--- src/rtl/mem_port_arbiter.sv ---
// Shares one combinational memory port between IFU fetch and LSU load/store, one transaction
// at a time with LAT-cycle emulated latency. Define ARB_RR_EN for round-robin arbitration.
module mem_port_arbiter #(
  parameter int LAT    = 1,
  parameter int ADDR_W = 32,
  parameter int DATA_W = 32
) (
  input  logic              clk,
  input  logic              rst_n,
  input  logic              ifu_req_valid,
  output logic              ifu_req_ready,
  input  logic [ADDR_W-1:0] ifu_addr,
  output logic              ifu_resp_valid,
  input  logic              ifu_resp_ready,
  output logic [DATA_W-1:0] ifu_rdata,
  input  logic              lsu_req_valid,
  output logic              lsu_req_ready,
  input  logic              lsu_we,
  input  logic [ADDR_W-1:0] lsu_addr,
  input  logic [7:0]        lsu_wmask,
  input  logic [DATA_W-1:0] lsu_wdata,
  output logic              lsu_resp_valid,
  input  logic              lsu_resp_ready,
  output logic [DATA_W-1:0] lsu_rdata,
  output logic              mem_we,
  output logic [ADDR_W-1:0] mem_addr,
  output logic [7:0]        mem_mask,
  output logic [DATA_W-1:0] mem_wdata,
  input  logic [DATA_W-1:0] mem_rdata
);
  localparam int   CNT_W   = (LAT > 1) ? $clog2(LAT) : 1;
  localparam logic OWN_IFU = 1'b0;
  localparam logic OWN_LSU = 1'b1;

  typedef enum logic [1:0] {S_IDLE, S_ACCESS, S_RESP} state_t;

  if (LAT < 1) begin : g_lat_check
    $error("mem_port_arbiter: LAT must be >= 1");
  end

  state_t            state_q, state_d;
  logic [CNT_W-1:0]  cnt_q, cnt_d;
  logic              owner_q, owner_d;
  logic              we_q, we_d;
  logic              first_q, first_d;
  logic [ADDR_W-1:0] addr_q, addr_d;
  logic [7:0]        mask_q, mask_d;
  logic [DATA_W-1:0] wdata_q, wdata_d;
  logic [DATA_W-1:0] ifu_rdata_q, ifu_rdata_d;
  logic [DATA_W-1:0] lsu_rdata_q, lsu_rdata_d;
  logic              grant_ifu, grant_lsu, accept, handshake;
`ifdef ARB_RR_EN
  logic              last_grant_q, last_grant_d;
`endif

  // Grants are only offered in IDLE; the loser simply keeps its valid asserted.
  always_comb begin
    grant_ifu = 1'b0;
    grant_lsu = 1'b0;
    if (state_q == S_IDLE) begin
`ifdef ARB_RR_EN
      if (ifu_req_valid && lsu_req_valid) begin
        grant_lsu = (last_grant_q == OWN_IFU);
        grant_ifu = (last_grant_q == OWN_LSU);
      end else begin
        grant_lsu = lsu_req_valid;
        grant_ifu = ifu_req_valid;
      end
`else
      grant_lsu = lsu_req_valid;
      grant_ifu = ifu_req_valid && !lsu_req_valid;
`endif
    end
    accept = grant_ifu || grant_lsu;
  end

  always_ff @(posedge clk or negedge rst_n) begin
    if (!rst_n) begin
      state_q     <= S_IDLE;
      cnt_q       <= '0;
      owner_q     <= OWN_LSU;
      we_q        <= 1'b0;
      first_q     <= 1'b0;
      addr_q      <= '0;
      mask_q      <= '0;
      wdata_q     <= '0;
      ifu_rdata_q <= '0;
      lsu_rdata_q <= '0;
`ifdef ARB_RR_EN
      last_grant_q <= OWN_IFU;
`endif
    end else begin
      state_q     <= state_d;
      cnt_q       <= cnt_d;
      owner_q     <= owner_d;
      we_q        <= we_d;
      first_q     <= first_d;
      addr_q      <= addr_d;
      mask_q      <= mask_d;
      wdata_q     <= wdata_d;
      ifu_rdata_q <= ifu_rdata_d;
      lsu_rdata_q <= lsu_rdata_d;
`ifdef ARB_RR_EN
      last_grant_q <= last_grant_d;
`endif
    end
  end

  always_comb begin
    state_d     = state_q;
    cnt_d       = cnt_q;
    owner_d     = owner_q;
    we_d        = we_q;
    addr_d      = addr_q;
    mask_d      = mask_q;
    wdata_d     = wdata_q;
    ifu_rdata_d = ifu_rdata_q;
    lsu_rdata_d = lsu_rdata_q;
    first_d     = accept;
    handshake   = (owner_q == OWN_LSU) ? lsu_resp_ready : ifu_resp_ready;
`ifdef ARB_RR_EN
    last_grant_d = last_grant_q;
`endif
    unique case (state_q)
      S_IDLE: begin
        if (accept) begin
          owner_d = grant_lsu ? OWN_LSU : OWN_IFU;
          we_d    = grant_lsu && lsu_we;
          addr_d  = grant_lsu ? lsu_addr : ifu_addr;
          mask_d  = grant_lsu ? lsu_wmask : 8'h00;
          wdata_d = grant_lsu ? lsu_wdata : '0;
          cnt_d   = CNT_W'(LAT - 1);
          state_d = S_ACCESS;
`ifdef ARB_RR_EN
          last_grant_d = grant_lsu ? OWN_LSU : OWN_IFU;
`endif
        end
      end
      S_ACCESS: begin
        if (cnt_q == '0) begin
          if (owner_q == OWN_LSU) lsu_rdata_d = mem_rdata;
          else                    ifu_rdata_d = mem_rdata;
          state_d = S_RESP;
        end else begin
          cnt_d = cnt_q - 1'b1;
        end
      end
      S_RESP: begin
        if (handshake) state_d = S_IDLE;
      end
      default: state_d = S_IDLE;
    endcase
  end

  // The write strobe is gated by the live state so reset removes it without waiting for a clock.
  always_comb begin
    ifu_req_ready  = grant_ifu;
    lsu_req_ready  = grant_lsu;
    ifu_resp_valid = (state_q == S_RESP) && (owner_q == OWN_IFU);
    lsu_resp_valid = (state_q == S_RESP) && (owner_q == OWN_LSU);
    mem_we         = (state_q == S_ACCESS) && first_q && we_q;
  end

  assign mem_addr  = addr_q;
  assign mem_mask  = mask_q;
  assign mem_wdata = wdata_q;
  assign ifu_rdata = ifu_rdata_q;
  assign lsu_rdata = lsu_rdata_q;

endmodule

--- config.mk ---
export PLATFORM = sky130hd
export DESIGN_NAME = mem_port_arbiter
export DESIGN_NICKNAME = d
export VERILOG_FILES = /design/src/rtl/mem_port_arbiter.sv
export SDC_FILE = /design/constraint.sdc
export NUM_CORES = 1
export LEC_CHECK = 0
export ABC_AREA = 1
export BUFFER_PORTS_ARGS = -buffer_cell sky130_fd_sc_hd__buf_4
export CORE_MARGIN = 2
export CORE_UTILIZATION = 42
export CTS_CLUSTER_SIZE = 10
export DETAILED_ROUTE_END_ITERATION = 12
export PLACE_DENSITY_LB_ADDON = 0.08
export SETUP_SLACK_MARGIN = 0.4
export SLEW_MARGIN = 20
export SYNTH_ARGS = -nofsm -noshare
export SYNTH_HDL_FRONTEND = slang
export SYNTH_SLANG_ARGS = --single-unit
--- constraint.sdc ---
create_clock -name clk -period 1.1 [get_ports clk]
set_input_delay 0.055 -clock clk [delete_from_list [all_inputs] [get_ports clk]]
set_output_delay 0.055 -clock clk [all_outputs]
set_load 0.02 [all_outputs]
### Word-level counts from Yosys, hierarchy flattened

Index checks and enable logic that the tools add are counted.

* bits in registers: 142
* input port bits: 143
* output and inout port bits: 141

* add/sub/neg operators: 1
* equal/unequal tests: 5
* muxes and demuxes: 14
* bitwise operators: 2
* reductions and logical operators: 15

Operator list (number)
* $mux W32: 2
* $reduce_and A3 Y1: 3
* $mux W8: 1
* $logic_and A1 B1 Y1: 6
* $mux W1: 6
* $mux W2: 3
* $ne A2 B2 Y1 const B: 3
* $pmux W2 S3: 1
* $reduce_and A2 Y1: 2
* $eq A2 B1 Y1 const B: 1
* $eq A2 B2 Y1 const B: 1
* $logic_not A2 Y1: 1
* $not A1 Y1: 2
* $pmux W1 S2: 1
* $reduce_bool A2 Y1: 1
* $logic_not A1 Y1: 1
* $logic_or A1 B1 Y1: 1
* $sub A1 B1 Y1 const B: 1

### Longest topological paths before layout

* depth after elaboration: 6
* gate-level depth with buffers: 7

### Worst setup path after synthesis

No wires, ideal clock.

* path kind: register -> register
* start: reg state_q[0]
* end: reg addr_q[10], in the netlist mem_addr[10]
* library setup time: 0.118 ns
* arrival: 1.067 ns
* data required time: 0.982 ns
* slack: -0.085 ns
* stages on the path, launching flop included: 7
* path buffers: 2
* cell sequence: dfrtp_1 > nor2_4 > o21ai_2 > buf_4 > buf_6 > nand2_1 > nand2_1

* word-level cells in the longest chain between the ends: 4

RTL lines
* start, declared: line 41 `state_t state_q, state_d;`
* start signal, assigned: line 93 `state_q <= state_d;`
* $logic_not A2 Y1 *: line 60, 124
* $mux W1: line 60 `if (state_q == S_IDLE) begin`
* $logic_or A1 B1 Y1: line 74 `accept = grant_ifu || grant_lsu;`
* $reduce_and A2 Y1 (no source line)
* end signal, assigned: line 98 `addr_q <= addr_d;`
* end, declared: line 46 `logic [ADDR_W-1:0] addr_q, addr_d;`

Every way passes the cells marked *; elsewhere a longest branch is shown, timed or not.
A chain may end at the register's enable or synchronous reset.

### Worst setup path in the final report

* start: reg state_q[1]
* end: reg addr_q[21], in the netlist mem_addr[21]

Same word-level chain as after synthesis.

==> flow_summary.json <==
{
  "final-hold-violation-count": 0,
  "finalNonFillerCells": 1468,
  "die_width_um": 123,
  "tightest_slew_ps": 443,
  "p_per_area_nw_per_um2": 3150,
  "clk_pin_slew_ps": 60,
  "rr_startpoint": "state_q[1]",
  "synth_top_area_frac": 0.586,
  "crit_path_start_kind": "flip-flop",
  "status": "finished with violations",
  "pwr-share-clk": 0.146,
  "skew_ps": 11.1,
  "leakagePower_nw": 7.04,
  "final_common_cell": "nand2_1",
  "timing.fmax_mhz": 589,
  "worstPathArrival_ps": 2010,
  "drive_above_1_share": 0.455,
  "hold_path_class": "primary input to async pin",
  "ir_drop_v": 0.00169,
  "syn_nets": 854,
  "yosys.area.top_type": "dfrtp_1",
  "wl_um": 36200,
  "switching_power_mw": 17.7,
  "switching_share": 0.426,
  "gr-total-overflow": 0,
  "grt_pass1_wl_um": 37700,
  "drv_slew": 0,
  "finalSetupViolations": 145,
  "end_kind": "flip-flop",
  "synth_cells": 711,
  "comb_power_share": 0.614,
  "cts_tree": "yes",
  "slew_headroom": 0.705,
  "synth-seq-area-share": 0.591,
  "die-height_um": 123,
  "finalSetupTns_ps": -50560,
  "areaGrowthSynthToFinish_pct": 122,
  "core_area_um2": 13900,
  "fin_area_um2": 13200,
  "port_buffers": 283,
  "seq_power_share": 0.241,
  "dp.final_hpwl_um": 11900,
  "grt_pass1_vias": 7335,
  "multi_input_area_um2": 2410,
  "ys_ff_latch": 141,
  "antenna_found_initial": 1,
  "finalCriticalPeriod_ps": 1700,
  "r2r_slack_ps": -600,
  "worstSetupPathType": "flip-flop to flip-flop",
  "fillers": 331,
  "track_usage": 0.329,
  "drt-wirelength-per-cell_um": 24.7,
  "rr_worst_depth": 8,
  "setup_ws_ps": -597,
  "layout_common_cells": "nand2_1, buf_4, buf_6",
  "vias": 8501,
  "ys_top_cells_by_area": "dfrtp_1, nand2_1, inv_1",
  "critPathRequiredTime_ps": 1410,
  "clock_latency_ps": 440,
  "regArea_um2": 3530,
  "ys_warn_count": 0,
  "path_max_fanout": 5,
  "max-clock-path-buffers": 2,
  "min_period_over_period": 1.54,
  "start_util": 0.431,
  "grt_max_degree": 38,
  "cts_root_buf": "clkbuf_16",
  "synthesis.area_um2": 5980,
  "cap_violations": 0,
  "viasPerCell": 5.79,
  "placed_cell_area_um2": 8480,
  "cts_sinks": 141,
  "r2r_end": "mem_addr[21]",
  "drc": 0,
  "dp_worst_setup_slack_ps": -196,
  "drt-pass1-iter-count": 5,
  "p_total_mw": 41.7,
  "internal_power_mw": 23.9,
  "io-pin-count": 284,
  "post-place-cells": 1167,
  "ant_nets": 0,
  "rsz0062_at_grt": "yes",
  "die_area_um2": 15200,
  "cts-htree-levels": 4,
  "yosysUniqueCellTypes": 19,
  "violations": "negative setup slack",
  "gp_congestion": 0.774,
  "fin_nets": 1417,
  "syn_avg_cell_area_um2": 8.40,
  "detail_route.iter0.violations": 1058,
  "num_rows": 43,
  "cts_made_buffers": 17
}
## logic make-up after synthesis
kind of cell / after synthesis / synth area share
AO/OA/AOI/OAI: 66 / 0.0559
buffers and inverters: 141 / 0.107
flip-flops: 141 / 0.591
AND/OR/NAND/NOR: 363 / 0.246
## critical path, stage by stage, from the launching register on
cell and delay (ps):
dfrtp_2 450, nor2_4 170, buf_6 160, o21ai_4 110
inv_4 130, buf_6 130, buf_16 120, nand3_2 60
nand2_1 260
## layout make-up
cell class | instances | share of cell area
sequential | 141 | 0.267
tap | 180 | 0.0170
antenna | 1 | 0.000189
clock inverter | 12 | 0.0103
inverter | 104 | 0.0304
multi-input combinational | 432 | 0.182
clock buffer | 20 | 0.0352
timing repair buffer | 578 | 0.459
## how the worst max path moves through the flow
| stage | depth (start not counted) | startpoint | endpoint |
|---|---|---|---|
| after floorplan | 6 | state_q[1] | mem_addr[10] |
| after global placement | 5 | state_q[1] | mem_addr[6] |
| after detailed placement | 5 | state_q[1] | mem_addr[10] |
| after CTS | 6 | state_q[1] | ifu_resp_valid |
| after global routing | 8 | state_q[1] | ifu_rdata[16] |
| final | 8 | state_q[1] | mem_addr[21] |
## power groups by stage
stage,Clock (mW),Combinational [mW],Sequential [mW]
2_1_floorplan,0,4.81,11.9
3_3_place_gp,0,13.4,9.07
3_5_place_dp,0,13.6,9.09
4_1_cts,5.93,18.9,9.25
5_1_grt,6.23,26.4,10.1
6_report,6.07,25.6,10.0
## flip-flops by register name (all words and copies together) (netlist names)
name	cells
first_q	1
ifu_rdata	32
lsu_rdata	32
mem_addr	32
mem_mask	8
mem_wdata	32
owner_q	1
state_q	2
we_q	1
## per-stage QoR
stage               utilization  hold WS (ps)
global route              0.954           124
finish                    0.954          96.0
global placement          0.611         -30.7
detailed placement        0.611         -30.9
CTS                       0.854          91.7
floorplan                     -          -241
## cells in the mapped netlist
cell type,count
nand2_1,289
dfrtp_1,140
inv_1,101
nand3_1,65
o21ai_0,35
o21ai_1,30
buf_2,21
buf_6,10
nor2_1,4
buf_4,3
inv_2,3
clkbuf_1,2
nand2_4,2
buf_1,1
dfstp_2,1
nand2_2,1
nor2_4,1
nor3_1,1
o21ai_2,1
## routing by layer
layer  wire [µm]  part of all wire  track usage  up-vias
met3        3530             0.098       0.0835      315
li1            -                 -            -     3308
met1       11300              0.31        0.378     4072
met2       17900              0.49        0.562      806
met5           0                 0            0        -
met4        3530             0.097        0.179        0
## repair_timing
item | CTS | global route
hold buffers | 140 | 0
pin swaps | 35 | 30
resized for setup | 159 | 185
endpoints found under the setup margin | 282 | 296
hold endpoints to repair | 278 | 0
gates cloned | 19 | 12
buffers inserted | 34 | 63
Power figures use the tool's default switching activity.
